[config.mk]
export PLATFORM = sky130hd
export DESIGN_NAME = uart_rx_port
export DESIGN_NICKNAME = d
export VERILOG_FILES = /design/src/rtl/uart_rx_port.sv
export SDC_FILE = /design/constraint.sdc
export NUM_CORES = 1
export LEC_CHECK = 0
export CORE_MARGIN = 2
export CORE_UTILIZATION = 35
export CTS_CLUSTER_DIAMETER = 30
export DETAILED_ROUTE_END_ITERATION = 10
export PLACE_DENSITY = 0.61
export SYNTH_ARGS = -nofsm -noshare
export SYNTH_HDL_FRONTEND = slang
export SYNTH_SLANG_ARGS = --single-unit
[constraint.sdc]
create_clock -name clk -period 5.6 [get_ports clk]
set_clock_uncertainty 0.05 [all_clocks]
set_input_delay 0.84 -clock clk [delete_from_list [all_inputs] [get_ports clk]]
set_output_delay 0.84 -clock clk [all_outputs]
set_load 0.005 [all_outputs]
[src/rtl/uart_rx_port.sv]
// 8N1 UART receiver: synchronizes rx, times each frame with a shared bit counter,
// and holds the received byte until the core acknowledges it.
module uart_rx_port #(
    parameter int CLKS_PER_BIT = 868,
    parameter int HALF_BIT     = CLKS_PER_BIT / 2
) (
    input  logic       clk,
    input  logic       rst,
    input  logic       rx,
    input  logic       rx_ack,
    output logic [7:0] rx_data,
    output logic       rx_valid,
    output logic       frame_err,
    output logic       overrun,
    output logic       busy
);

    localparam int CNT_W = $clog2(CLKS_PER_BIT) + 1;
    localparam logic [CNT_W-1:0] HALF_LAST = CNT_W'(HALF_BIT - 1);
    localparam logic [CNT_W-1:0] BIT_LAST  = CNT_W'(CLKS_PER_BIT - 1);

    typedef enum logic [2:0] {IDLE, START, DATA, STOP, BREAK} state_t;

    state_t           state, state_d;
    logic [CNT_W-1:0] cnt, cnt_d;
    logic [2:0]       idx, idx_d;
    logic [7:0]       shift, shift_d;
    logic             rx_m, rx_s;
    logic             done, ferr;

    // Two-flop synchronizer; idles high so reset never looks like a start bit.
    always_ff @(posedge clk) begin
        if (rst) begin
            rx_m <= 1'b1;
            rx_s <= 1'b1;
        end else begin
            rx_m <= rx;
            rx_s <= rx_m;
        end
    end

    always_ff @(posedge clk) begin
        if (rst) begin
            state <= IDLE;
            cnt   <= '0;
            idx   <= '0;
        end else begin
            state <= state_d;
            cnt   <= cnt_d;
            idx   <= idx_d;
        end
    end

    always_ff @(posedge clk) begin
        shift <= shift_d;
    end

    always_comb begin
        state_d = state;
        cnt_d   = cnt + CNT_W'(1);
        idx_d   = idx;
        shift_d = shift;
        done    = 1'b0;
        ferr    = 1'b0;
        case (state)
            IDLE: begin
                cnt_d = '0;
                if (!rx_s) state_d = START;
            end
            START: begin
                // Mid-start-bit check rejects short glitches silently.
                if (cnt == HALF_LAST) begin
                    cnt_d   = '0;
                    idx_d   = '0;
                    state_d = rx_s ? IDLE : DATA;
                end
            end
            DATA: begin
                if (cnt == BIT_LAST) begin
                    cnt_d        = '0;
                    shift_d[idx] = rx_s;
                    idx_d        = idx + 3'd1;
                    if (idx == 3'd7) state_d = STOP;
                end
            end
            STOP: begin
                if (cnt == BIT_LAST) begin
                    cnt_d = '0;
                    if (rx_s) begin
                        done    = 1'b1;
                        state_d = IDLE;
                    end else begin
                        ferr    = 1'b1;
                        state_d = BREAK;
                    end
                end
            end
            BREAK: begin
                // Wait out a held-low line so it is not re-read as a start bit.
                cnt_d = '0;
                if (rx_s) state_d = IDLE;
            end
            default: begin
                cnt_d   = '0;
                state_d = IDLE;
            end
        endcase
    end

    always_ff @(posedge clk) begin
        if (rst) begin
            rx_data   <= 8'h00;
            rx_valid  <= 1'b0;
            frame_err <= 1'b0;
            overrun   <= 1'b0;
        end else begin
            frame_err <= ferr;
            if (rx_ack) overrun <= 1'b0;
            if (done) begin
                if (!rx_valid || rx_ack) begin
                    rx_data  <= shift;
                    rx_valid <= 1'b1;
                end else begin
                    overrun <= 1'b1;
                end
            end else if (rx_ack) begin
                rx_valid <= 1'b0;
            end
        end
    end

    assign busy = (state != IDLE);

endmodule

==> run metrics <==
CP top delay family flip-flops; drt via density roughly 5; cts-stage hold buffer count 0; total CTS buffers 5; 1st-iter DRT viols between 50 and 60; crit-path cells nor2_1, nand2_1, clkdlybuf4s50_1; Hold Crit Class reg -> reg; Worst setup SP type register; row cnt 24; Crit Path Category reg -> out; port buffer count 15; post-DP HPWL about 2100 um; multi-input logic area about 740 um2; final wirelength about 2800 um; Post-CTS Repair Setup Buffers 0; # setup viols final 0; CTS tree done; layout cell share with drive strength beyond 1 around 7.7%; post-cts sizing count 0; post-route cell area roughly 1900 um2; # clock sinks 38; RSZ-0062 raised after global routing false; Clock Power Share 36.4%; diodes inserted 0; first-pass GRT wire length ~5000 um; Mapped Nets 175; Antenna Violating Nets Remaining 0; initial antenna violation count 0; Layout area overhead 16.02%; pin slew with the least headroom to its limit 0.8430 ns; sequential cell area ~840 um2; Power Density 249.5 nW/um2; NetSw about 0.1 mW; maximum number of pins on one net before global-route repair 19; grt ovf 0; NumNets Final 190; iteration count of the initial detailed-routing pass 4; vias post-DR approximately 1,200; Root Buffer clkbuf_8; share of the clock period used by the worst path 43.30%; FMAX about 0.41 GHz; Core Footprint between 4000 and 5000 um2; buffer depth of the longest clock path 2; slowest stage cell, crit path dfxtp_1; setup ws final roughly 3.2 ns; sequential area share after synthesis around 51%; wire per inst ~12 um; vias in the first global route between 1,000 and 1,500; Starting Density a little under two fifths; worst-skew pair later-pin latency 0.28 ns; WP data required between 4 and 5 ns; Switching Share between 20% and 30%; Worst setup EP type primary output; fillers 435; CP Max Fanout 11; pre-CTS setup slack 3.036 ns; syn avg cell area approximately 9.8 um2; Hold WS about 0.38 ns; Hold Vio Cnt, Final 0; Cells after Synth approximately 170; Tot GR Track Use between 10% and 20%; #FFs+latches synth 38; die width 72.30 um; Slew Viols, Final 0; total power 0.4727 mW; Setup crit start state[2]; Distinct cells, synth 38; Rel. slew slack 43.55%; Data arrival, critical path between 1.5 and 2 ns; DIE AREA around 5200 um2; Worst-path clk slew ~0.070 ns; H-tree Lvls 2; YS warnings 0; Combinational Power Share roughly 3.5%; io pins 16; Post-DP Area 1813 um2; Die Ht 72.30 um; status finished, final reports clean; Leakage ~0.69 nW; maximum vdd drop 0.08226 mV; Internal between 0.3 and 0.4 mW; Flop pwr share between 60% and 70%; setup total negative slack 0 ns; CP Buf/Inv Count 1; Mapped Area ~1600 um2; drc violations 0; minimum clock period approximately 2.4 ns; worst r2r src cnt[0]; CP peak stage delay approximately 0.52 ns; MaxCap Viol Count 0; GPL Wtd Cong 0.7848; HP Start rx_m
## flip-flops by register name, summed over array words and instances, names as in the netlist
signal and flops:
cnt 11, rx_data 8, shift 8, idx 3, state 3, frame_err 1, overrun 1, rx_m 1
rx_s 1, rx_valid 1
## logic make-up after synthesis
| kind of cell | share of synthesized area [%] |
|---|---|
| flops | 51.49 |
| xor+xnor | 4.827 |
| buf+inv | 3.065 |
| mux | 5.517 |
| compound gates | 6.208 |
| simple gates | 25.82 |
| fa+ha+maj | 3.065 |
## Yosys cell counts
| cell | instances | share of area (%) |
|---|---|---|
| o32ai_2 | 1 | 1.0 |
| dfxtp_1 | 30 | 37 |
| and3_1 | 2 | 0.77 |
| buf_2 | 1 | 0.31 |
| nor4_2 | 3 | 2.3 |
| edfxtp_1 | 8 | 15 |
| nor2b_1 | 1 | 0.38 |
| a31o_1 | 1 | 0.54 |
| or3b_1 | 1 | 0.54 |
| nand4b_1 | 1 | 0.54 |
| or2_1 | 1 | 0.38 |
| clkbuf_1 | 5 | 1.1 |
| a211o_1 | 1 | 0.54 |
| nand3b_1 | 2 | 0.92 |
| nor2_1 | 32 | 7.4 |
| or3b_2 | 1 | 0.54 |
| nand2b_1 | 4 | 1.5 |
| xor2_1 | 4 | 2.1 |
| o21ai_0 | 1 | 0.31 |
| or3_4 | 1 | 0.69 |
| o211ai_1 | 1 | 0.46 |
| nand2_1 | 13 | 3.0 |
| or2_2 | 2 | 0.77 |
| inv_1 | 4 | 0.92 |
| nand3_1 | 3 | 0.92 |
| buf_6 | 1 | 0.69 |
| o31ai_1 | 1 | 0.46 |
| xnor2_1 | 5 | 2.7 |
| ha_1 | 4 | 3.1 |
| o21a_1 | 1 | 0.46 |
| or3_1 | 2 | 0.77 |
| a21oi_1 | 8 | 2.5 |
| mux2i_1 | 9 | 5.5 |
| nor3_1 | 6 | 1.8 |
| nand4_1 | 3 | 1.1 |
| nor3b_1 | 1 | 0.46 |
| or4_1 | 1 | 0.46 |
| and4_1 | 1 | 0.54 |
## routing by layer
| metal | vias to the layer above | part of all wire, % | GRT usage [%] |
|---|---|---|---|
| met4 | 0 | 2.2 | 6.289 |
| li1 | 600 | - | - |
| met1 | 548 | 46 | 13.87 |
| met2 | 21 | 47 | 21.20 |
| met3 | 7 | 4.1 | 4.583 |
| met5 | - | 0 | 0 |
## power groups by stage
stage               logic, mW  clock network, mW  registers (mW)
finish                 0.0166              0.172           0.284
global route           0.0190              0.191           0.284
CTS                    0.0168              0.180           0.284
detailed placement     0.0168                  0           0.290
global placement       0.0167                  0           0.290
floorplan              0.0131                  0           0.288
## path summary, 6_finish.rpt
check,slack (ns),to,depth (start not counted)
max reg2reg,3.32,cnt[7],6
min reg2reg,0.38,rx_s,1
max,3.18,busy,3
min,0.38,rx_s,1
## metrics by stage
stage / utilization (%) / instances
6_report: 42.91 / 235
5_1_grt: 42.91 / 235
3_5_place_dp: 41.07 / 227
3_3_place_gp: 41.07 / 227
2_1_floorplan: - / 167
4_1_cts: 42.91 / 235
## area by class of cell
type | count | area share [%]
flip-flops and latches | 38 | 44.39
clock buffers | 6 | 3.831
inverters | 4 | 0.7926
well taps | 52 | 3.435
repair buffers | 15 | 7.926
multi-input cells | 118 | 39.17
clock inverters | 2 | 0.4624
## layout by cell type (no fill, tap or decap), drive strengths merged
master | synthesis | final
inv | 4 | 4
or2 | 3 | 3
o21a | 1 | 1
ha | 4 | 4
or3b | 2 | 2
edfxtp | 8 | 8
nor3b | 1 | 1
xnor2 | 5 | 5
dfxtp | 30 | 30
clkdlybuf4s50 | 0 | 15
or4 | 1 | 1
xor2 | 4 | 4
a211o | 1 | 1
o31ai | 1 | 1
nand2b | 4 | 4
o21ai | 1 | 1
nor2b | 1 | 1
nor4 | 3 | 3
nor3 | 6 | 6
nor2 | 32 | 32
nand4b | 1 | 1
clkinv | 0 | 2
a21oi | 8 | 8
o211ai | 1 | 1
and4 | 1 | 1
or3 | 3 | 3
clkbuf | 5 | 6
nand2 | 13 | 13
mux2i | 9 | 9
and3 | 2 | 2
nand3 | 3 | 3
o32ai | 1 | 1
nand4 | 3 | 3
nand3b | 2 | 2
a31o | 1 | 1
Note: power is estimated with default switching activity, not from simulation.
